===== src/rtl/exwb_stage_pkg.sv =====
// rtl/exwb_stage_pkg.sv - shared flag bit positions and skid depth for the EX/WB stage
package exwb_stage_pkg;

    // Bit positions of the architectural flags inside the 4-bit flag register
    localparam int FLAG_C = 0;
    localparam int FLAG_V = 1;
    localparam int FLAG_Z = 2;
    localparam int FLAG_S = 3;

    // Number of entries in the writeback skid buffer
    localparam int SKID_DEPTH = 2;

endpackage


===== src/rtl/exwb_skid.sv =====
// rtl/exwb_skid.sv - 2-entry FIFO skid buffer with writeback handshake and registered forwarding port
module exwb_skid
    import exwb_stage_pkg::*;
#(
    parameter int DW = 32,
    parameter int RW = 4
) (
    input  logic          clk,
    input  logic          rst,
    input  logic          push,
    input  logic          flush,
    input  logic [DW-1:0] in_data,
    input  logic [RW-1:0] in_rdest,
    input  logic          in_wen,
    output logic          ready,
    output logic          wb_valid,
    input  logic          wb_ready,
    output logic [DW-1:0] wb_data,
    output logic [RW-1:0] wb_rdest,
    output logic          wb_wen,
    output logic          fwd_hit_valid,
    output logic [RW-1:0] fwd_rdest,
    output logic [DW-1:0] fwd_data
);

    localparam logic [1:0] EMPTY = 2'd0;
    localparam logic [1:0] ONE   = 2'd1;
    localparam logic [1:0] FULL  = 2'd2;

    logic [1:0] state, state_n;
    logic       wr_ptr, wr_ptr_n;
    logic       rd_ptr, rd_ptr_n;
    logic       pop;

    logic [SKID_DEPTH-1:0][DW-1:0] mem_data, mem_data_n;
    logic [SKID_DEPTH-1:0][RW-1:0] mem_rdest, mem_rdest_n;
    logic [SKID_DEPTH-1:0]         mem_wen, mem_wen_n;

    logic          young, old;
    logic          hit_young, hit_old;
    logic          fwd_hit_n;
    logic [RW-1:0] fwd_rdest_n;
    logic [DW-1:0] fwd_data_n;

    // Ready comes only from registered state, so a same-cycle pop never raises it
    assign ready    = (state != FULL);
    assign wb_valid = (state != EMPTY);
    assign pop      = wb_valid & wb_ready;
    assign wb_data  = mem_data[rd_ptr];
    assign wb_rdest = mem_rdest[rd_ptr];
    assign wb_wen   = mem_wen[rd_ptr];

    // Occupancy transitions; flush wins over everything else
    always_comb begin
        state_n = state;
        case (state)
            EMPTY:   if (push) state_n = ONE;
            ONE:     if (push && !pop) state_n = FULL;
                     else if (!push && pop) state_n = EMPTY;
            FULL:    if (pop) state_n = ONE;
            default: state_n = EMPTY;
        endcase
        if (flush) state_n = EMPTY;
        wr_ptr_n = flush ? 1'b0 : (wr_ptr ^ push);
        rd_ptr_n = flush ? 1'b0 : (rd_ptr ^ pop);
    end

    // Slot contents after this edge; also used to precompute the forwarding view
    always_comb begin
        mem_data_n  = mem_data;
        mem_rdest_n = mem_rdest;
        mem_wen_n   = mem_wen;
        if (push) begin
            mem_data_n[wr_ptr]  = in_data;
            mem_rdest_n[wr_ptr] = in_rdest;
            mem_wen_n[wr_ptr]   = in_wen;
        end
    end

    // Youngest writing entry of the next buffer contents, so fwd_* can be plain flops
    always_comb begin
        young       = ~wr_ptr_n;
        old         = wr_ptr_n;
        hit_young   = (state_n != EMPTY) && mem_wen_n[young];
        hit_old     = (state_n == FULL) && mem_wen_n[old];
        fwd_hit_n   = hit_young | hit_old;
        fwd_rdest_n = '0;
        fwd_data_n  = '0;
        if (hit_young) begin
            fwd_rdest_n = mem_rdest_n[young];
            fwd_data_n  = mem_data_n[young];
        end else if (hit_old) begin
            fwd_rdest_n = mem_rdest_n[old];
            fwd_data_n  = mem_data_n[old];
        end
    end

    // State, pointers, storage and forwarding registers
    always_ff @(posedge clk or posedge rst) begin
        if (rst) begin
            state         <= EMPTY;
            wr_ptr        <= 1'b0;
            rd_ptr        <= 1'b0;
            mem_data      <= '0;
            mem_rdest     <= '0;
            mem_wen       <= '0;
            fwd_hit_valid <= 1'b0;
            fwd_rdest     <= '0;
            fwd_data      <= '0;
        end else begin
            state         <= state_n;
            wr_ptr        <= wr_ptr_n;
            rd_ptr        <= rd_ptr_n;
            mem_data      <= mem_data_n;
            mem_rdest     <= mem_rdest_n;
            mem_wen       <= mem_wen_n;
            fwd_hit_valid <= fwd_hit_n;
            fwd_rdest     <= fwd_rdest_n;
            fwd_data      <= fwd_data_n;
        end
    end

endmodule


===== src/rtl/exwb_stage.sv =====
// rtl/exwb_stage.sv - EX/WB stage: flag register, result formatting, branch pulse, skid buffer (optional FLAG_SHADOW_EN)
module exwb_stage
    import exwb_stage_pkg::*;
#(
    parameter int DW = 32,
    parameter int RW = 4
) (
    input  logic          clk,
    input  logic          rst,
`ifdef FLAG_SHADOW_EN
    input  logic          flag_save,
    input  logic          flag_restore,
`endif
    input  logic          ex_valid,
    output logic          ex_ready,
    input  logic [DW-1:0] ex_dout,
    input  logic          ex_cout,
    input  logic          ex_vout,
    input  logic          ex_djtaken,
    input  logic          ex_dj,
    input  logic [RW-1:0] ex_rdest,
    input  logic          ex_wen,
    input  logic          ex_setf,
    input  logic          ex_movt,
    input  logic          flush,
    output logic          flag_c,
    output logic          flag_v,
    output logic          flag_z,
    output logic          flag_s,
    output logic          br_taken,
    output logic          wb_valid,
    input  logic          wb_ready,
    output logic [DW-1:0] wb_data,
    output logic [RW-1:0] wb_rdest,
    output logic          wb_wen,
    output logic          fwd_hit_valid,
    output logic [RW-1:0] fwd_rdest,
    output logic [DW-1:0] fwd_data
);

    logic          acc;
    logic [DW-1:0] data_fmt;
    logic [3:0]    flags;
    logic [3:0]    flags_new;

    assign acc      = ex_valid & ex_ready;
    assign data_fmt = ex_movt ? {ex_dout[15:0], {(DW-16){1'b0}}} : ex_dout;

    assign flag_c = flags[FLAG_C];
    assign flag_v = flags[FLAG_V];
    assign flag_z = flags[FLAG_Z];
    assign flag_s = flags[FLAG_S];

    // Flag values an ex_setf commit would produce from the formatted result
    always_comb begin
        flags_new         = '0;
        flags_new[FLAG_C] = ex_cout;
        flags_new[FLAG_V] = ex_vout;
        flags_new[FLAG_Z] = (data_fmt == '0);
        flags_new[FLAG_S] = data_fmt[DW-1];
    end

`ifdef FLAG_SHADOW_EN
    logic [3:0] shadow;

    // Flag register with shadow; restore beats a same-cycle commit, save captures pre-edge flags
    always_ff @(posedge clk or posedge rst) begin
        if (rst) begin
            flags  <= '0;
            shadow <= '0;
        end else begin
            if (flag_restore) flags <= shadow;
            else if (acc && ex_setf) flags <= flags_new;
            if (flag_save) shadow <= flags;
        end
    end
`else
    // Flag register; committed by an accepted setf instruction even if flushed
    always_ff @(posedge clk or posedge rst) begin
        if (rst) flags <= '0;
        else if (acc && ex_setf) flags <= flags_new;
    end
`endif

    // One-cycle taken-branch pulse; flush does not suppress it
    always_ff @(posedge clk or posedge rst) begin
        if (rst) br_taken <= 1'b0;
        else     br_taken <= acc & ex_dj & ex_djtaken;
    end

    exwb_skid #(.DW(DW), .RW(RW)) u_skid (
        .clk           (clk),
        .rst           (rst),
        .push          (acc & ~flush),
        .flush         (flush),
        .in_data       (data_fmt),
        .in_rdest      (ex_rdest),
        .in_wen        (ex_wen),
        .ready         (ex_ready),
        .wb_valid      (wb_valid),
        .wb_ready      (wb_ready),
        .wb_data       (wb_data),
        .wb_rdest      (wb_rdest),
        .wb_wen        (wb_wen),
        .fwd_hit_valid (fwd_hit_valid),
        .fwd_rdest     (fwd_rdest),
        .fwd_data      (fwd_data)
    );

endmodule


===== config.mk =====
export PLATFORM = sky130hd
export DESIGN_NAME = exwb_stage
export DESIGN_NICKNAME = d
export VERILOG_FILES = /design/src/rtl/exwb_stage_pkg.sv /design/src/rtl/exwb_skid.sv /design/src/rtl/exwb_stage.sv
export SDC_FILE = /design/constraint.sdc
export NUM_CORES = 1
export LEC_CHECK = 0
export CAP_MARGIN = 20
export CORE_ASPECT_RATIO = 1.1
export CORE_MARGIN = 2
export CORE_UTILIZATION = 45
export CTS_BUF_LIST = sky130_fd_sc_hd__clkbuf_4
export DETAILED_ROUTE_END_ITERATION = 10
export MAX_ROUTING_LAYER = met4
export PLACE_DENSITY = 0.71
export REMOVE_ABC_BUFFERS = 1
export SLEW_MARGIN = 10
export SYNTH_ARGS = -nofsm -noshare
export SYNTH_HDL_FRONTEND = slang
export SYNTH_SLANG_ARGS = --single-unit

===== constraint.sdc =====
create_clock -name clk -period 5.8 [get_ports clk]
set_input_delay 0.87 -clock clk [delete_from_list [all_inputs] [get_ports clk]]
set_output_delay 0.87 -clock clk [all_outputs]
set_load 0.02 [all_outputs]

# Word level (Yosys, flattened, before mapping)
# Cells that the tools add are included.
# totals
regBits	120
input_bits	48
output_inout_bits	81
word_cells	87
# classes
n_lt_le_gt_ge	5
eq_ne	4
n_mux	43
bitwise_logic	10
n_reduce_logical	12
# op_table
cell	n
$mux 32	10
$bwmux 64	1
$mux 64	1
$mux 4	9
$demux 32 s1	1
$logic_not 32->1	1
$mux 2	6
$mux 1	9
$bwmux 8	1
$lt 1x2->1 const B	4
$mux 8	1
$logic_and 1x1->1	6
$pmux 2 s3	1
$and 1x1->1	5
$demux 4 s1	1
$eq 2x2->1 const B	2
$reduce_bool 2->1	2
$bwmux 2	1
$eq 2x1->1 const B	1
$logic_not 1->1	2
$logic_not 2->1	1
$ne 2x2->1 const B	1
$not 1->1	2
$xor 1x1->1	2
3 further kinds	3

# Logic depth before layout (Yosys ltp)
# Gate-level depths: netlist of the first run.
# depth
ltp_word	13
ltp_mapped	8
depth_no_buf	6

# Modules after synthesis
# A second synthesis of the first run with hierarchy kept.
# unflattened
cells_unflattened	758
hier_area_um2	7433.4
# modules_own_cells
mod	instances	cells_each	area_per_inst_um2	seq_area_each_um2
exwb_skid	1	689	6796.5	2877.8
exwb_stage	1	69	636.9	125.1

# Least setup slack after synthesis of the first run
# Ideal clock, no wire load.
# synth_path
kind	input port to flip-flop
from	in ex_valid
to	reg u_skid.fwd_data[10]
setup_ps	126
t_arrival_ps	2282
slack_ps	3392
stages	8
cell_sequence	buf_6 inv_2 nor4_2 buf_4 buf_8 mux2i_1 nor4_1 o32a_1
# synth_between
elab_chain_len	12
# synth_rtl
item	line_no	source
from (decl)	exwb_stage.sv:14	input logic ex_valid,
$and 1x1->1 *	exwb_stage.sv:46	assign acc = ex_valid & ex_ready;
$and 1x1->1 *	exwb_stage.sv:94	.push (acc & ~flush),
$logic_not 1->1	exwb_skid.sv:59	else if (!push && pop) state_n = EMPTY;
$logic_and 1x1->1	exwb_skid.sv:59	
$mux 2	exwb_skid.sv:59	
$mux 2	exwb_skid.sv:58	ONE: if (push && !pop) state_n = FULL;
$pmux 2 s3	exwb_skid.sv:56	case (state)
$mux 2	exwb_skid.sv:63	if (flush) state_n = EMPTY;
$eq 2x2->1	exwb_skid.sv:85	hit_old = (state_n == FULL) && mem_wen_n[old];
$logic_and 1x1->1	exwb_skid.sv:85	
$mux 32	exwb_skid.sv:92	end else if (hit_old) begin
$mux 32 *	exwb_skid.sv:89	if (hit_young) begin
net u_skid.fwd_data_n[10]	exwb_skid.sv:43	logic [DW-1:0] fwd_data_n;
to (signal assigned)	exwb_skid.sv:119	fwd_data <= fwd_data_n;
to (decl)	exwb_skid.sv:23	output logic [DW-1:0] fwd_data
# The timed path passes the listed nets; every way through them passes the cells marked *. The select of a mux whose other input is x is not followed.
# A chain may end at the register's enable or synchronous reset.

# Worst setup path after layout of the first run
# layout_path
from	reg u_skid.rd_ptr
to	out wb_data[31]
# layout_between
elab_chain_len	2
# layout_rtl
item	line_no	source
from (decl)	exwb_skid.sv:32	logic rd_ptr, rd_ptr_n;
from (signal assigned)	exwb_skid.sv:113	rd_ptr <= rd_ptr_n;
$mux 32 (not written as such) (2 in series)	exwb_skid.sv:49	assign wb_data = mem_data[rd_ptr];
to (decl)	exwb_stage.sv:33	output logic [DW-1:0] wb_data,
# No other way between the ends. The select of a mux whose other input is x is not followed.

==> impl_metrics.py, run 1 <==
metrics = {
    "run_status": {
        "run_status": "finished, final reports clean",
    },
    "synthesis": {
        "post_synth_instance_area_um2": 6415,
        "synth-seq-area-share_pct": 46.81,
        "most_instantiated_cells_after_synthesis": "sky130_fd_sc_hd__dfrtp_1 (120), sky130_fd_sc_hd__mux2_2 (86), sky130_fd_sc_hd__mux2i_1 (40), sky130_fd_sc_hd__nor4_1 (40), sky130_fd_sc_hd__inv_1 (35)",
        "yosys.area.top_type": "sky130_fd_sc_hd__dfrtp_1",
        "yosysMostFrequentCell": "sky130_fd_sc_hd__dfrtp_1",
        "synth_compound_area_share_pct": 10.63,
        "synth.mux.area_fraction_pct": 22.74,
        "synth_warnings": 0,
        "ys_seq_elements": 120,
        "synth_top_family_by_area": "multiplexers",
        "syn-mean-instance-area_um2": 10.98,
        "synthesis.instances": 584,
        "async_flop_share_pct": 100.0,
        "synthDistinctLibCells": 44,
        "post_synth_edffs": 0,
        "top_flip_flop_cell_by_instance_count_after_synthesis": "sky130_fd_sc_hd__dfrtp_1",
        "synth_simple_gate_area_share_pct": 13.09,
        "netlist_top_cells_area": "sky130_fd_sc_hd__dfrtp_1 (47%), sky130_fd_sc_hd__mux2_2 (15%), sky130_fd_sc_hd__mux2i_1 (6.2%)",
        "yosys.area_share.adder_pct": 0,
        "post-synth-top-area-fraction_pct": 46.81,
        "post_synth_xor_area_fraction_pct": 0.1365,
    },
    "cells_and_area": {
        "area_growth_syn_to_layout_pct": 26.58,
        "fin_nets": 741,
        "drive_above_1_share_pct": 20.11,
        "fillerInstances": 1165,
    },
    "clock_network": {
        "cts_setup_buffers": 0,
        "ctsRootBufferMaster": "sky130_fd_sc_hd__clkbuf_4",
        "cts.hold.buffers_added": 0,
        "later_pin_clock_latency_in_the_skew_report_ns": 0.53,
        "cts_num_sinks": 120,
        "htree_levels": 4,
        "clk_transition_reported_paths_ns": 0.11,
        "cts_buffer_depth": 2,
        "tritoncts_buffers": 17,
        "cts_repair_resize_count": 0,
        "cts_tree": "yes",
    },
    "routing": {
        "wl_um": 18420,
        "post_drt_via_cell_ratio": 6.035,
        "vias": 5401,
        "residual_antenna_violating_net_count_after_detailed_routing": 0,
        "drcViolationCount": 0,
        "drt_first_iter_violations": 501,
        "wire_per_inst_um": 20.58,
        "dr_pass1_iterations": 5,
    },
    "place": {
        "dp.final_hpwl_um": 12350,
        "routabilityCongestion": 0.8678,
        "dp_slack_ns": 1.849,
        "io_buffers": 128,
    },
    "die": {
        "placementRows": 45,
        "pin_count": 129,
        "die_height_um": 129.2,
        "start_util_pct": 46.31,
        "design.die.area_um2": 15230,
        "core_area_um2": 13850,
        "die_w_um": 117.8,
    },
    "flow_run": {
        "max_capacitance_violation_total": 0,
    },
    "critical_path": {
        "worst_r2r_endpoint": "u_skid.fwd_hit_valid",
        "path_max_fanout": 24,
        "worstSetupPathType": "reg -> out",
        "ff_to_ff_path_depth": 7,
        "startpoint_type": "register",
        "reg2reg_from": "u_skid.state[1]",
        "crit_path_cells": "buf_4, mux2_2, clkdlybuf4s50_1",
        "worst-endpoint-arrival_ns": 2.93,
        "worst_path_required_time_ns": 4.93,
        "worst_setup_path_end_kind": "output port",
        "cp_slowest_cell": "sky130_fd_sc_hd__dfrtp_1",
        "reg2reg_slack_ns": 2.76,
        "max_stage_delay_ns": 0.94,
    },
    "sta": {
        "final-max-slew-violation-count": 0,
        "fin_tns_setup_ns": 0,
        "setup_repair_after_global_routing_missed_its_margin": "no",
        "report.final.hold_viol_count": 0,
        "final_setup_fails": 0,
        "layout_worst_path_cycle_share_pct": 65.54,
        "max_slew_margin_pct": 27.45,
        "fin_ws_ns": 1.999,
        "fmax_mhz": 263.1,
        "worst_margin_slew_ns": 1.088,
        "final.min_clock_period_ns": 3.801,
        "final.setup_skew_ns": 0.01705,
    },
    "global_routing": {
        "number_of_antenna_violations_at_the_first_check_in_global_routing": 1,
        "grt_max_degree": 82,
        "grt_pass1_vias": 5526,
        "track_usage_pct": 25.08,
        "first_pass_grt_wire_length_um": 29100,
        "grt_overflow": 0,
    },
    "power": {
        "cellLeakagePower_uw": 0.003290,
        "power-per-cell-area_nw_per_um2": 311.7,
        "ir_worst_vdd_mv": 0.1504,
    },
    "worst_hold_path": {
        "holdCritPathClass": "reg -> reg",
        "hold-path-cell-count": 1,
        "min_from": "flags[1]",
        "holdPathEnd": "flags[1]",
    },
}
[kinds of logic after synthesis]
group | Yosys count
simple gates | 146
buf+inv | 89
compound gates | 94
xor+xnor | 1
mux | 134
flops | 120
[routing by layer]
layer	up-vias	GRT usage (%)	part of all wire, %	routed length, um
li1	2400	-	-	-
met1	2718	30.12	40	7380
met3	39	4.093	5.4	987
met5	-	-	0	0
met4	0	12.19	3.2	583
met2	244	41.52	51	9470
[state kept, by name, summed over array words and instances (netlist names), 2 cells and up]
signal,flops
u_skid.mem_data,64
u_skid.fwd_data,32
u_skid.mem_rdest,8
flags,4
u_skid.fwd_rdest,4
u_skid.mem_wen,2
u_skid.state,2
[cell type report]
cell class	count	area, um2	area share (%)
multi-input combinational	375	3024	37.24
sequential	120	3003	36.98
timing repair buffer	140	1424	17.53
tap	188	235.2	2.897
clock buffer	20	150.1	1.849
inverter	39	148.9	1.834
clock inverter	12	132.6	1.633
antenna	1	2.502	0.03082
[metrics by stage]
step | hold slack [ns] | std cells | power, uW | instance area (um2) | utilization, %
3_5_place_dp | 0.4980 | 861 | 1925 | 7807 | 56.37
6_report | 0.5212 | 895 | 2531 | 8120 | 58.63
3_3_place_gp | 0.4939 | 860 | 1883 | 7780 | 56.17
4_1_cts | 0.5241 | 893 | 2537 | 8090 | 58.41
5_1_grt | 0.5490 | 895 | 2646 | 8120 | 58.63
2_1_floorplan | 0.4817 | 534 | 1558 | 6138 | -
[how the worst max path moves through the flow]
stage | start | endpoint | slack, ns
after floorplan | ex_valid | u_skid.fwd_data[0] | 1.38
after global placement | flush | u_skid.fwd_hit_valid | 1.92
after detailed placement | flush | u_skid.fwd_hit_valid | 1.85
after CTS | u_skid.rd_ptr | wb_data[22] | 1.98
after global routing | u_skid.rd_ptr | wb_data[22] | 1.89
final | u_skid.rd_ptr | wb_data[31] | 2.00
[where the power goes]
group          switching (uW)  internal, uW  leakage (uW)  total (uW)
sequential               90.7           985       0.00152        1080
combinational             456           386       0.00162         842
clock                     309           304      0.000156         613
[cells in the final DEF (no fill, tap or decap), types with 3 or more instances in the layout]
master and instances:
sky130_fd_sc_hd__mux2_1 8, sky130_fd_sc_hd__nand2_1 24, sky130_fd_sc_hd__clkinv_2 4, sky130_fd_sc_hd__a32oi_1 16
sky130_fd_sc_hd__nand4_1 33, sky130_fd_sc_hd__nor2b_1 16, sky130_fd_sc_hd__clkinv_1 5, sky130_fd_sc_hd__o221ai_1 4
sky130_fd_sc_hd__mux2_2 86, sky130_fd_sc_hd__o21ai_1 3, sky130_fd_sc_hd__dfrtp_1 120, sky130_fd_sc_hd__bufinv_16 3
sky130_fd_sc_hd__clkbuf_4 20, sky130_fd_sc_hd__o32a_1 16, sky130_fd_sc_hd__inv_2 3, sky130_fd_sc_hd__o31ai_1 5
sky130_fd_sc_hd__nor4_1 40, sky130_fd_sc_hd__nor2_1 20, sky130_fd_sc_hd__mux2i_1 40, sky130_fd_sc_hd__a21oi_1 19
sky130_fd_sc_hd__o21ai_0 17, sky130_fd_sc_hd__o22a_1 5, sky130_fd_sc_hd__clkdlybuf4s50_1 128, sky130_fd_sc_hd__inv_1 34
sky130_fd_sc_hd__buf_4 9
[critical path, delay by kind of cell, from the launching register on]
kind     cells  cell delay, ns
buf+inv      2            1.04
flops        1            0.94
mux          1            0.40
Note: power is estimated with default switching activity, not from simulation.
==> run 2: changes to the inputs <==
--- a/config.mk
+++ b/config.mk
@@ -12,7 +12,7 @@
 export CTS_BUF_LIST = sky130_fd_sc_hd__clkbuf_4
 export DETAILED_ROUTE_END_ITERATION = 10
 export MAX_ROUTING_LAYER = met4
-export PLACE_DENSITY = 0.71
+export PLACE_DENSITY = 0.74
 export REMOVE_ABC_BUFFERS = 1
 export SLEW_MARGIN = 10
 export SYNTH_ARGS = -nofsm -noshare
==> constraint.sdc (replaced) <==
create_clock -name clk -period 3.4 [get_ports clk]
set_input_delay 0.51 -clock clk [delete_from_list [all_inputs] [get_ports clk]]
set_output_delay 0.51 -clock clk [all_outputs]
set_load 0.02 [all_outputs]
==> run 2 against run 1 <==
Net effect:
- sequential cell count did not move
- setup slack worse by 1.3 ns
- cell area up 1.5%
- register-to-register slack worse by 1.9 ns
- global-route usage is 0.20 points lower
- utilization increased by 0.86 points
- first-iteration DRC count increased by 22%
- largest cell class unchanged
==> impl_metrics.py, run 2 (synthesized netlist as in run 1, its figures left out) <==
metrics = {
    "run_status": {
        "run_status": "finished, final reports clean",
    },
    "cells_and_area": {
        "top_register": "u_skid.mem_data",
        "drive_above_1_share_pct": 20.93,
        "seq_cell_area_um2": 3003,
        "biggestRegsByFlops": "u_skid.mem_data: 64 flops, u_skid.fwd_data: 32 flops, u_skid.mem_rdest: 8 flops",
        "final_cell_mix": "sky130_fd_sc_hd__clkdlybuf4s50_1 (128), sky130_fd_sc_hd__dfrtp_1 (120), sky130_fd_sc_hd__mux2_2 (86)",
        "fillerInstances": 1158,
        "multi_input_area_um2": 3024,
        "area_growth_syn_to_layout_pct": 28.44,
        "largest_register_ffs": 64,
        "mostFrequentLayoutCell": "sky130_fd_sc_hd__clkdlybuf4s50_1",
        "finalNonFillerCells": 901,
        "fin_util_pct": 59.49,
        "fin_nets": 747,
    },
    "sta": {
        "max_slew_margin_pct": 42.06,
        "layout_worst_path_cycle_share_pct": 80.43,
        "worst_margin_slew_ns": 0.8672,
        "final.setup_skew_ns": 0.01068,
        "report.final.hold_viol_count": 0,
        "fin_ws_ns": 0.6655,
        "final_setup_fails": 0,
        "final-max-slew-violation-count": 0,
        "final.min_clock_period_ns": 2.734,
        "setup_repair_after_global_routing_missed_its_margin": "no",
        "fmax_mhz": 365.7,
    },
    "routing": {
        "post_drt_via_cell_ratio": 6.028,
        "wl_um": 18210,
        "dr_pass1_iterations": 5,
        "wire_per_inst_um": 20.21,
        "residual_antenna_violating_net_count_after_detailed_routing": 0,
        "drt_first_iter_violations": 611,
        "vias": 5431,
        "drcViolationCount": 0,
    },
    "place": {
        "dp.final_hpwl_um": 12140,
        "routabilityCongestion": 0.8319,
        "dp_slack_ns": 0.4143,
        "dp.cells": 868,
        "io_buffers": 128,
    },
    "global_routing": {
        "grt_max_degree": 55,
        "grt_overflow": 0,
        "grt_pass1_vias": 5567,
        "track_usage_pct": 24.87,
        "first_pass_grt_wire_length_um": 28800,
        "number_of_antenna_violations_at_the_first_check_in_global_routing": 1,
    },
    "power": {
        "power-per-cell-area_nw_per_um2": 551.0,
        "p_total_uw": 4540,
        "cellLeakagePower_uw": 0.003335,
        "ir_worst_vdd_mv": 0.2323,
    },
    "clock_network": {
        "ctsRootBufferMaster": "sky130_fd_sc_hd__clkbuf_4",
        "cts_num_sinks": 120,
        "htree_levels": 4,
        "tritoncts_buffers": 17,
        "cts_repair_resize_count": 0,
        "cts_buffer_depth": 2,
        "cts.hold.buffers_added": 0,
        "later_pin_clock_latency_in_the_skew_report_ns": 0.53,
        "cts_setup_buffers": 0,
        "clk_transition_reported_paths_ns": 0.11,
        "cts_tree": "yes",
    },
    "critical_path": {
        "worst_setup_path_end_kind": "output port",
        "worst_r2r_endpoint": "u_skid.fwd_rdest[2]",
        "path_max_fanout": 24,
        "reg2reg_from": "u_skid.state[0]",
        "worst-endpoint-arrival_ns": 2.22,
        "worstSetupPathType": "reg -> out",
        "worst_path_required_time_ns": 2.89,
        "startpoint_type": "register",
        "ff_to_ff_path_depth": 6,
        "reg2reg_slack_ns": 0.89,
    },
    "die": {
        "die_height_um": 129.2,
        "die_w_um": 117.8,
        "design.die.area_um2": 15230,
        "core_area_um2": 13850,
        "start_util_pct": 46.31,
        "placementRows": 45,
        "pin_count": 129,
    },
    "flow_run": {
        "max_capacitance_violation_total": 0,
    },
    "worst_hold_path": {
        "holdCritPathClass": "in -> async",
    },
}
## run 2: how the worst max path moves through the flow
| stage | startpoint | endpoint | slack [ns] | cells past startpoint |
|---|---|---|---|---|
| final | u_skid.rd_ptr | wb_data[1] | 0.67 | 3 |
| after global routing | u_skid.rd_ptr | wb_data[20] | 0.58 | 4 |
| after CTS | u_skid.rd_ptr | wb_data[29] | 0.63 | 3 |
| after detailed placement | flush | u_skid.fwd_data[18] | 0.41 | 6 |
| after global placement | ex_valid | u_skid.fwd_rdest[2] | 0.52 | 7 |
| after floorplan | ex_valid | u_skid.fwd_data[0] | -0.66 | 5 |
## run 2: through the flow
step                      hold WS (ns)  instance area (um2)  setup TNS (ns)
after floorplan                 0.4817                 6138          -74.89
after global placement          0.4926                 7878               0
after detailed placement        0.5084                 7878               0
after CTS                       0.3548                 8237               0
after global routing            0.4008                 8239               0
final                           0.3678                 8239               0
## run 2: final cells by class
| type | instances | share of cell area [%] |
|---|---|---|
| Multi-Input combinational cell | 375 | 36.70 |
| Sequential cell | 120 | 36.45 |
| Timing Repair Buffer | 146 | 17.80 |
| Tap cell | 188 | 2.855 |
| Clock inverter | 15 | 2.809 |
| Inverter | 39 | 1.807 |
| Clock buffer | 17 | 1.549 |
| Antenna cell | 1 | 0.03037 |
## run 2: critical path, cell delays in order (launching register included)
cell and delay, ns:
sky130_fd_sc_hd__dfrtp_1 0.36, sky130_fd_sc_hd__buf_4 0.36, sky130_fd_sc_hd__mux2_2 0.42, sky130_fd_sc_hd__clkdlybuf4s50_1 0.54
## run 2: power breakdown
part / total, uW / switching, uW / internal [uW] / leakage [uW]
logic: 1440 / 784 / 659 / 0.00164
registers: 1820 / 143 / 1680 / 0.00152
clock network: 1270 / 554 / 720 / 0.000176
## run 2: metal layers
| layer | vias to the layer above | wire [um] | track usage, % |
|---|---|---|---|
| met3 | 45 | 1044 | 5.062 |
| met4 | 0 | 495 | 10.35 |
| met2 | 252 | 9167 | 40.77 |
| met5 | - | 0 | - |
| met1 | 2721 | 7499 | 30.30 |
| li1 | 2413 | - | - |
==> run 3: changes to the inputs <==
==> constraint.sdc (replaced) <==
create_clock -name clk -period 2.5 [get_ports clk]
set_input_delay 0.375 -clock clk [delete_from_list [all_inputs] [get_ports clk]]
set_output_delay 0.375 -clock clk [all_outputs]
set_load 0.02 [all_outputs]
==> run 3 against run 2 <==
Net effect:
- via count increased by 2.0%
- first-iteration DRC count down 10%
- setup slack worse by 0.62 ns
- worst hold slack worse by 0.29 ns
- register-to-register slack got worse by 0.55 ns
- wire length is 3.5% higher
- critical path type unchanged
- critical endpoint is now wb_data[0]
- largest power group unchanged
==> impl_metrics.py, run 3 (synthesized netlist as in run 1, its figures left out) <==
metrics = {
    "sta": {
        "report.final.hold_viol_count": 0,
        "final_setup_fails": 0,
        "layout_worst_path_cycle_share_pct": 98.15,
        "fmax_mhz": 407.6,
        "final.min_clock_period_ns": 2.454,
        "final.setup_skew_ns": 0.01445,
        "max_slew_margin_pct": 58.82,
        "final-max-slew-violation-count": 0,
        "worst_margin_slew_ns": 0.6176,
        "setup_repair_after_global_routing_missed_its_margin": "yes",
    },
    "global_routing": {
        "number_of_antenna_violations_at_the_first_check_in_global_routing": 1,
        "grt_overflow": 0,
        "first_pass_grt_wire_length_um": 29860,
        "track_usage_pct": 25.69,
        "grt_max_degree": 113,
        "grt_pass1_vias": 5653,
    },
    "critical_path": {
        "worst_path_required_time_ns": 2.12,
        "worst-endpoint-arrival_ns": 2.08,
        "startpoint_type": "register",
        "worst_setup_path_end_kind": "output port",
        "path_max_fanout": 24,
        "worstSetupPathType": "reg -> out",
    },
    "cells_and_area": {
        "mostFrequentLayoutCell": "sky130_fd_sc_hd__dfrtp_1",
        "largest_register_ffs": 64,
        "top_register": "u_skid.mem_data",
        "biggestRegsByFlops": "u_skid.mem_data: 64 flops, u_skid.fwd_data: 32 flops, u_skid.mem_rdest: 8 flops",
        "drive_above_1_share_pct": 22.80,
        "area_growth_syn_to_layout_pct": 32.87,
        "fin_util_pct": 61.54,
        "fin_nets": 763,
        "final_cell_mix": "sky130_fd_sc_hd__dfrtp_1 (120), sky130_fd_sc_hd__clkdlybuf4s50_1 (92), sky130_fd_sc_hd__mux2_2 (86)",
    },
    "power": {
        "cellLeakagePower_uw": 0.003838,
        "net-switching-power_uw": 2077,
        "ir_worst_vdd_mv": 0.2684,
        "seqPwrFrac_pct": 41.3,
        "swShare_pct": 34.57,
        "p_total_uw": 6008,
        "power_report.internal_total_uw": 3931,
        "combPwrFrac_pct": 34.0,
        "power-per-cell-area_nw_per_um2": 704.9,
        "clockPowerShare_pct": 24.7,
    },
    "clock_network": {
        "tritoncts_buffers": 17,
        "cts_tree": "yes",
        "ctsRootBufferMaster": "sky130_fd_sc_hd__clkbuf_4",
        "htree_levels": 4,
        "later_pin_clock_latency_in_the_skew_report_ns": 0.53,
        "cts_buffer_depth": 2,
        "cts.hold.buffers_added": 0,
        "cts_num_sinks": 120,
        "clk_transition_reported_paths_ns": 0.12,
    },
    "die": {
        "pin_count": 129,
        "placementRows": 45,
        "core_area_um2": 13850,
        "die_height_um": 129.2,
        "design.die.area_um2": 15230,
        "die_w_um": 117.8,
        "start_util_pct": 46.31,
    },
    "place": {
        "io_buffers": 128,
        "dp.final_hpwl_um": 12680,
        "routabilityCongestion": 0.8756,
    },
    "routing": {
        "wire_per_inst_um": 20.55,
        "vias": 5542,
        "post_drt_via_cell_ratio": 6.044,
        "dr_pass1_iterations": 5,
        "wl_um": 18840,
        "residual_antenna_violating_net_count_after_detailed_routing": 0,
        "drt_first_iter_violations": 550,
        "drcViolationCount": 0,
    },
    "worst_hold_path": {
        "holdCritPathClass": "in -> async",
    },
    "run_status": {
        "run_status": "finished, final reports clean",
    },
    "flow_run": {
        "max_capacitance_violation_total": 0,
    },
}
## run 3: cell count changes in the layout (fill, tap and decap cells not counted)
cell | before | now
sky130_fd_sc_hd__dlygate4sd2_1 | 0 | 1
sky130_fd_sc_hd__clkinv_4 | 0 | 2
sky130_fd_sc_hd__clkinv_1 | 4 | 3
sky130_fd_sc_hd__clkinv_2 | 2 | 1
sky130_fd_sc_hd__dlymetal6s2s_1 | 0 | 35
sky130_fd_sc_hd__buf_12 | 4 | 14
sky130_fd_sc_hd__buf_4 | 14 | 19
sky130_fd_sc_hd__buf_8 | 0 | 1
sky130_fd_sc_hd__inv_6 | 0 | 3
sky130_fd_sc_hd__clkdlybuf4s50_1 | 128 | 92
sky130_fd_sc_hd__bufinv_16 | 6 | 3
## run 3: area by class of cell
class | count | area (um2)
sequential | 120 | 3003
clock inverter | 15 | 176.4
antenna | 1 | 2.502
tap | 188 | 235.2
clock buffer | 17 | 127.6
multi-input combinational | 375 | 3024
inverter | 39 | 148.9
timing repair buffer | 162 | 1805
fill | 1156 | 5328
## run 3: critical path, cell delays in order, from the launching register on
cell                              delay (ns)
sky130_fd_sc_hd__dfrtp_1                0.44
sky130_fd_sc_hd__buf_12                 0.22
sky130_fd_sc_hd__mux2_2                 0.35
sky130_fd_sc_hd__clkdlybuf4s50_1        0.54
## run 3: path summary, 6_finish.rpt
check | from | end | slack [ns] | depth (start not counted)
max | u_skid.rd_ptr | wb_data[0] | 0.05 | 3
min | rst | u_skid.fwd_data[26] | 0.07 | 2
max reg2reg | u_skid.wr_ptr | u_skid.fwd_data[6] | 0.34 | 6
min reg2reg | flags[0] | flags[0] | 0.52 | 1
max in group asynchronous | rst | u_skid.mem_data[10] | 1.60 | 3
min in group clk | ex_dj | br_taken | 0.37 | 3
## run 3: per-layer routing
metal	global-route usage, %	wire (um)	share of wire [%]
met5	-	0	0
met3	3.961	1083	5.7
met2	41.62	9439	50
met4	12.90	718	3.8
met1	31.59	7599	40
## run 3: through the flow
| step | cells | setup WS [ns] | hold WS [ns] | instance area [um2] | TNS, ns |
|---|---|---|---|---|---|
| 2_1_floorplan | 534 | -1.534 | 0.4408 | 6138 | -260.75 |
| 3_3_place_gp | 884 | 0.07559 | 0.4895 | 8110 | 0 |
| 3_5_place_dp | 884 | -0.02933 | 0.5004 | 8110 | -0.1093 |
| 4_1_cts | 916 | -0.04423 | 0.05181 | 8421 | -0.4622 |
| 5_1_grt | 917 | -0.01654 | 0.04514 | 8523 | -0.01654 |
| 6_report | 917 | 0.04634 | 0.07402 | 8523 | 0 |
## run 3: power by group through the flow
| stage | logic [uW] | clock network (uW) | registers, uW |
|---|---|---|---|
| 2_1_floorplan | 1060 | 0 | 2560 |
| 3_3_place_gp | 1990 | 0 | 2490 |
| 3_5_place_dp | 2050 | 0 | 2510 |
| 4_1_cts | 2060 | 1510 | 2480 |
| 5_1_grt | 2170 | 1590 | 2520 |
| 6_report | 2040 | 1480 | 2480 |
## run 3: what timing repair did
action	4_1_cts	5_1_grt
resized for setup	3	38
setup endpoints to repair	24	36
setup buffers	0	0
